--- config.mk ---
export PLATFORM = sky130hd
export DESIGN_NAME = fir_l3_input_packer_flat
export DESIGN_NICKNAME = d
export VERILOG_FILES = /design/src/rtl/fir_l3_input_packer_if.sv /design/src/rtl/fir_l3_input_packer.sv /design/src/flat_wrapper.sv
export SDC_FILE = /design/constraint.sdc
export NUM_CORES = 1
export LEC_CHECK = 0
export CAP_MARGIN = 20
export CELL_PAD_IN_SITES_DETAIL_PLACEMENT = 1
export CELL_PAD_IN_SITES_GLOBAL_PLACEMENT = 2
export CORE_MARGIN = 10
export CORE_UTILIZATION = 36
export CTS_CLUSTER_SIZE = 16
export DETAILED_ROUTE_END_ITERATION = 16
export GPL_ROUTABILITY_DRIVEN = 0
export GPL_TIMING_DRIVEN = 0
export MAX_ROUTING_LAYER = met4
export PLACE_DENSITY = 0.88
export SLEW_MARGIN = 20
export SYNTH_ARGS = -nofsm -noshare
export SYNTH_HDL_FRONTEND = slang
export SYNTH_SLANG_ARGS = --single-unit
--- constraint.sdc ---
create_clock -name clk -period 3.57 [get_ports clk]
set_input_delay 0.714 -clock clk [delete_from_list [all_inputs] [get_ports clk]]
set_output_delay 0.714 -clock clk [all_outputs]
set_load 0.02 [all_outputs]
--- src/rtl/fir_l3_input_packer_if.sv ---
// Handshake bundle between a serial sample source, the L=3 input packer and the
// block consumer. The slave modport is the packer's view; master is the environment's view.
interface fir_l3_input_packer_if #(
    parameter int unsigned W     = 32,
    parameter int unsigned CNT_W = 16
);
    logic             in_valid;
    logic             in_ready;
    logic [W-1:0]     in_data;
    logic             in_last;
    logic             out_valid;
    logic             out_ready;
    logic [W-1:0]     x1;
    logic [W-1:0]     x2;
    logic [W-1:0]     x3;
    logic [1:0]       out_cnt;
    logic             out_last;
    logic [CNT_W-1:0] frame_samples;

    modport master (
        output in_valid, in_data, in_last, out_ready,
        input  in_ready, out_valid, x1, x2, x3, out_cnt, out_last, frame_samples
    );

    modport slave (
        input  in_valid, in_data, in_last, out_ready,
        output in_ready, out_valid, x1, x2, x3, out_cnt, out_last, frame_samples
    );
endinterface

--- src/rtl/fir_l3_input_packer.sv ---
// Packs a serial valid/ready sample stream into 3-sample blocks for the L=3 parallel FIR,
// zero-padding a frame's trailing partial block and flagging frame ends.
module fir_l3_input_packer #(
    parameter int unsigned W     = 32,
    parameter int unsigned CNT_W = 16
) (
    input logic                  clk,
    input logic                  rst,
    fir_l3_input_packer_if.slave bus
);
    typedef enum logic [1:0] {
        StPh0 = 2'd0,
        StPh1 = 2'd1,
        StPh2 = 2'd2
    } phase_e;

    phase_e           phase_q, phase_d;
    logic [W-1:0]     s0_q, s0_d;
    logic [W-1:0]     s1_q, s1_d;
    logic [W-1:0]     x1_q, x1_d;
    logic [W-1:0]     x2_q, x2_d;
    logic [W-1:0]     x3_q, x3_d;
    logic [1:0]       cnt_q, cnt_d;
    logic             last_q, last_d;
    logic             valid_q, valid_d;
    logic [CNT_W-1:0] fcnt_q, fcnt_d;

    logic out_free;
    logic would_complete;
    logic in_ready;
    logic accept;
    logic complete;

    // Only a completing sample needs the output register, so only it can be stalled.
    always_comb begin
        out_free       = !valid_q || bus.out_ready;
        would_complete = (phase_q == StPh2) || bus.in_last;
        in_ready       = out_free || !would_complete;
        accept         = bus.in_valid && in_ready;
        complete       = accept && would_complete;
    end

    always_comb begin
        phase_d = phase_q;
        s0_d    = s0_q;
        s1_d    = s1_q;
        x1_d    = x1_q;
        x2_d    = x2_q;
        x3_d    = x3_q;
        cnt_d   = cnt_q;
        last_d  = last_q;
        valid_d = valid_q;
        fcnt_d  = fcnt_q;

        if (accept && !would_complete) begin
            unique case (phase_q)
                StPh0: begin
                    s0_d    = bus.in_data;
                    phase_d = StPh1;
                end
                StPh1: begin
                    s1_d    = bus.in_data;
                    phase_d = StPh2;
                end
                default: ;
            endcase
        end

        if (complete) begin
            phase_d = StPh0;
            valid_d = 1'b1;
            last_d  = bus.in_last;
            unique case (phase_q)
                StPh0: begin
                    x1_d  = bus.in_data;
                    x2_d  = '0;
                    x3_d  = '0;
                    cnt_d = 2'd1;
                end
                StPh1: begin
                    x1_d  = s0_q;
                    x2_d  = bus.in_data;
                    x3_d  = '0;
                    cnt_d = 2'd2;
                end
                StPh2: begin
                    x1_d  = s0_q;
                    x2_d  = s1_q;
                    x3_d  = bus.in_data;
                    cnt_d = 2'd3;
                end
                default: ;
            endcase
        end else if (bus.out_ready) begin
            valid_d = 1'b0;
        end

        if (accept) begin
            if (bus.in_last) begin
                fcnt_d = '0;
            end else if (fcnt_q != '1) begin
                fcnt_d = fcnt_q + 1'b1;
            end
        end
    end

    always_ff @(posedge clk or negedge rst) begin
        if (!rst) begin
            phase_q <= StPh0;
            s0_q    <= '0;
            s1_q    <= '0;
            x1_q    <= '0;
            x2_q    <= '0;
            x3_q    <= '0;
            cnt_q   <= '0;
            last_q  <= 1'b0;
            valid_q <= 1'b0;
            fcnt_q  <= '0;
        end else begin
            phase_q <= phase_d;
            s0_q    <= s0_d;
            s1_q    <= s1_d;
            x1_q    <= x1_d;
            x2_q    <= x2_d;
            x3_q    <= x3_d;
            cnt_q   <= cnt_d;
            last_q  <= last_d;
            valid_q <= valid_d;
            fcnt_q  <= fcnt_d;
        end
    end

    assign bus.in_ready      = in_ready;
    assign bus.out_valid     = valid_q;
    assign bus.x1            = x1_q;
    assign bus.x2            = x2_q;
    assign bus.x3            = x3_q;
    assign bus.out_cnt       = cnt_q;
    assign bus.out_last      = last_q;
    assign bus.frame_samples = fcnt_q;
endmodule
--- src/flat_wrapper.sv ---
// flat-port wrapper written by rule: the top's interface ports become plain ports
module fir_l3_input_packer_flat 
#(
    parameter int unsigned W     = 32,
    parameter int unsigned CNT_W = 16
)
  (clk, rst, bus_in_valid, bus_in_data, bus_in_last, bus_out_ready, bus_in_ready, bus_out_valid, bus_x1, bus_x2, bus_x3, bus_out_cnt, bus_out_last, bus_frame_samples);
  fir_l3_input_packer_if #(.W(W), .CNT_W(CNT_W)) bus_i ();
  input logic clk;
  input logic rst;
  input wire logic [$bits(bus_i.in_valid)-1:0] bus_in_valid;
  input wire logic [$bits(bus_i.in_data)-1:0] bus_in_data;
  input wire logic [$bits(bus_i.in_last)-1:0] bus_in_last;
  input wire logic [$bits(bus_i.out_ready)-1:0] bus_out_ready;
  output wire logic [$bits(bus_i.in_ready)-1:0] bus_in_ready;
  output wire logic [$bits(bus_i.out_valid)-1:0] bus_out_valid;
  output wire logic [$bits(bus_i.x1)-1:0] bus_x1;
  output wire logic [$bits(bus_i.x2)-1:0] bus_x2;
  output wire logic [$bits(bus_i.x3)-1:0] bus_x3;
  output wire logic [$bits(bus_i.out_cnt)-1:0] bus_out_cnt;
  output wire logic [$bits(bus_i.out_last)-1:0] bus_out_last;
  output wire logic [$bits(bus_i.frame_samples)-1:0] bus_frame_samples;
  assign bus_i.in_valid = bus_in_valid;
  assign bus_i.in_data = bus_in_data;
  assign bus_i.in_last = bus_in_last;
  assign bus_i.out_ready = bus_out_ready;
  assign bus_in_ready = bus_i.in_ready;
  assign bus_out_valid = bus_i.out_valid;
  assign bus_x1 = bus_i.x1;
  assign bus_x2 = bus_i.x2;
  assign bus_x3 = bus_i.x3;
  assign bus_out_cnt = bus_i.out_cnt;
  assign bus_out_last = bus_i.out_last;
  assign bus_frame_samples = bus_i.frame_samples;
  fir_l3_input_packer #(.W(W), .CNT_W(CNT_W)) u_core (.clk(clk), .rst(rst), .bus(bus_i));
endmodule
==> flow_summary_export.csv <==
group,metric,value,unit
global_route,grt_pass1_wl,39.74,mm
logic_synthesis,synth_ff_type,"dfrtp_1",
job,maxCapViolCount,0,
layout,nNetsFinal,948,
power,seq_power_share,0.364,
die,die_h,169,µm
cts,cts_hold_buf,0,
layout,layout_commonest_cell,"dfrtp_1",
die,fp-row-count,54,
cts,numCtsBuffers,17,
cts,htreeDepth,4,
placed_design,pre_cts_slack,0.4117,ns
sta,fin_ws,0.4001,ns
layout,drive_gt1_frac,0.1362,
die,dieWidth,169,µm
cts,clock_path_buffers,2,
sta,worst_pin_slew,0.8830,ns
sta,slew_headroom,0.4114,
global_route,grt_overflow,0,
sta,finalCritPeriodShare,0.8879,
logic_synthesis,syn_inst,732,
logic_synthesis,synth_area,7993,µm²
sta,final-max-slew-violation-count,0,
die,die_area,28560,µm²
critical_path,worstSetupEndpointType,"output port",
power,p_per_area,891.8,nW/µm²
logic_synthesis,synth-seq-cells,182,
sta,rsz0062_at_grt,"no",
die,core_area,21820,µm²
hold_path,hold_class,"in -> async",
logic_synthesis,ys_seq_area_frac,0.5698,
critical_path,path_buf_inv,3,
critical_path,critPathTopFamily,"buffers and inverters",
sta,setup_viol,0,
drt,wl_per_cell,20.56,µm
logic_synthesis,async_flop_share,1.000,
placed_design,dp_hpwl,17.74,mm
layout,area_growth,31.37,%
drt,dr.pass1.iters,4,
cts,clk_transition_reported_paths,0.07,ns
logic_synthesis,syn-num-nets,774,
cts,clk_latency,0.43,ns
cts,postCtsSetupRepairBufs,0,
die,pin_count,154,
layout,regArea,4554,µm²
critical_path,max_stage_delay,0.61,ns
drt,drt-initial-drc-count,297,
sta,setup_tns,0,ns
cts,cts_root_buffer,"clkbuf_16",
power,fin_total_pwr,9364,µW
power,p_int,5749,µW
layout,multiInputGateArea,3138,µm²
layout,nFillCells,2378,
critical_path,cpMaxStageDelayCell,"clkdlybuf4s50_1",
critical_path,start_kind,"input port",
power,power_frac_comb,0.438,
layout,final_cell_mix,"182 x dfrtp_1, 166 x nand2_1, 152 x clkdlybuf4s50_1",
drt,drcViolationCount,0,
global_route,grt_max_degree,87,
global_route,grt_antenna_before_repair,0,
critical_path,crit_chain,"clkdlybuf4s50_1 > or2_2 > clkbuf_1 > nand2_1 > clkdlybuf4s50_1",
die,initial_core_util,0.3662,
logic_synthesis,synth_enable_flop_cells,0,
power,switching_share,0.3860,
critical_path,cp.required,2.86,ns
drt,vias_per_cell,5.179,
cts,cts_tree,"built",
sta,hold_viol,0,
power,p_switching,3614,µW
logic_synthesis,ys.warnings.count,0,
global_route,grt_pass1_vias,6723,
critical_path,worst-path-max-fanout,9,
cts,cts.sinks,182,
power,power_frac_clock,0.199,
critical_path,cpMostUsedCell,"clkdlybuf4s50_1",
drt,vias,6205,
layout,num_antenna_cells,0,
global_route,track_usage,0.1805,
logic_synthesis,ys_types,47,
critical_path,worstPathArrival,2.46,ns
drt,routed_wl,24.63,mm
drt,antenna_left,0,
power,ir_drop,351.9,µV
sta,post-route-min-period,3.170,ns
logic_synthesis,avgSynthCellArea,10.92,µm²
sta,fmax,315.5,MHz
sta,skew,0.01510,ns
critical_path,critical_path_class,"in -> out",
placed_design,port_buffers,153,
cts,post_cts_resized,0,
power,power.leakage,0.004409,µW
outcome,status,"finished, final reports clean",
==> synth_stat cells, types with 2 or more instances <==
cell type,n,share of area
buf_2,9,0.0056
o21ai_0,58,0.036
nand2b_1,3,0.0023
buf_4,2,0.0019
nor4_1,2,0.0016
mux2_2,67,0.094
nor3_1,4,0.0025
clkbuf_1,35,0.016
o22ai_1,3,0.0023
nand4_1,4,0.0031
inv_1,9,0.0042
a211o_1,3,0.0033
a2111oi_0,3,0.0033
nand3_1,5,0.0031
nor4b_1,2,0.0022
nor2_1,5,0.0023
buf_6,6,0.0085
a31o_2,2,0.0022
a211oi_1,4,0.0038
a22o_1,34,0.037
nor2b_1,2,0.0016
nand2_1,166,0.078
a21oi_1,7,0.0044
mux2i_1,35,0.044
nor3b_1,2,0.0019
dfrtp_1,182,0.57
o2bb2ai_1,3,0.0033
and3_1,2,0.0016
ha_1,5,0.0078
and2_1,2,0.0016
o21ai_1,50,0.031
==> per-stage QoR <==
step / utilization / cell area [µm²] / instances / hold WS, ns
after floorplan: - / 7993 / 732 / 0.4184
after global placement: 0.4525 / 9874 / 1165 / 0.4618
after detailed placement: 0.4552 / 9935 / 1167 / 0.4704
after CTS: 0.4811 / 10500 / 1198 / 0.1146
after global routing: 0.4811 / 10500 / 1198 / 0.1179
final: 0.4811 / 10500 / 1198 / 0.1220
==> layer usage <==
| metal | global-route usage | vias to the layer above | routed length, µm |
|---|---|---|---|
| li1 | - | 2907 | - |
| met1 | 0.2352 | 3166 | 11480 |
| met2 | 0.2816 | 108 | 11870 |
| met3 | 0.03474 | 24 | 915 |
| met4 | 0.05178 | 0 | 355 |
| met5 | - | - | 0 |
==> sequential cells by signal, summed over array words and instances (netlist names) <==
| name | count |
|---|---|
| u_core.s0_q | 32 |
| u_core.bus.out_last | 1 |
| u_core.bus.frame_samples | 16 |
| u_core.s1_q | 32 |
| u_core.bus.out_cnt | 2 |
| u_core.bus.x2 | 32 |
| u_core.bus.x1 | 32 |
| u_core.phase_q | 2 |
| u_core.bus.out_valid | 1 |
| u_core.bus.x3 | 32 |
==> final cells by class <==
class	count	area share
Inverter	10	0.003575
Multi-Input combinational cell	487	0.2989
Sequential cell	182	0.4337
Tap cell	280	0.03337
Clock inverter	12	0.01168
Clock buffer	19	0.04218
Timing Repair Buffer	155	0.1516
Buffer	53	0.02502
==> worst paths after layout <==
kind,from,to,slack [ns],cells past startpoint
worst max register to register,u_core.phase_q[0],u_core.bus.x3[10],0.87,7
max in group asynchronous,rst,u_core.bus.frame_samples[11],2.72,2
worst max-delay path,bus_in_last,bus_in_ready,0.40,5
worst min-delay path,rst,u_core.s0_q[26],0.12,1
min in group clk,u_core.bus.x2[6],u_core.bus.x2[6],0.48,2
worst min register to register,u_core.bus.x2[6],u_core.bus.x2[6],0.48,2
==> cell families (layout without fill, tap and decap cells) <==
group	after synthesis	count (layout)	synth area share
DFF	182	182	0.5698
AOI/OAI and AO/OA	175	175	0.1357
buffers and inverters	63	249	0.03757
and+or+nand+nor	204	204	0.1090
muxes	103	103	0.1401
adders and majority gates	5	5	0.007827
==> power by group through the flow <==
stage               clock network [µW]  registers [µW]  logic (µW)
global placement                     0            3400        4080
detailed placement                   0            3450        4180
finish                            1860            3410        4100
floorplan                            0            3920        1820
CTS                               1900            3410        4190
global route                      1980            3540        4490
==> worst reg2reg max path, stage by stage, from the launching register on <==
cell and delay [ns]:
dfrtp_1 0.43, inv_1 0.10, ha_1 0.21, clkbuf_1 0.47, clkbuf_1 0.52, clkbuf_1 0.59
nand2_1 0.12, o21ai_1 0.17
(Power assumes the default switching activity.)
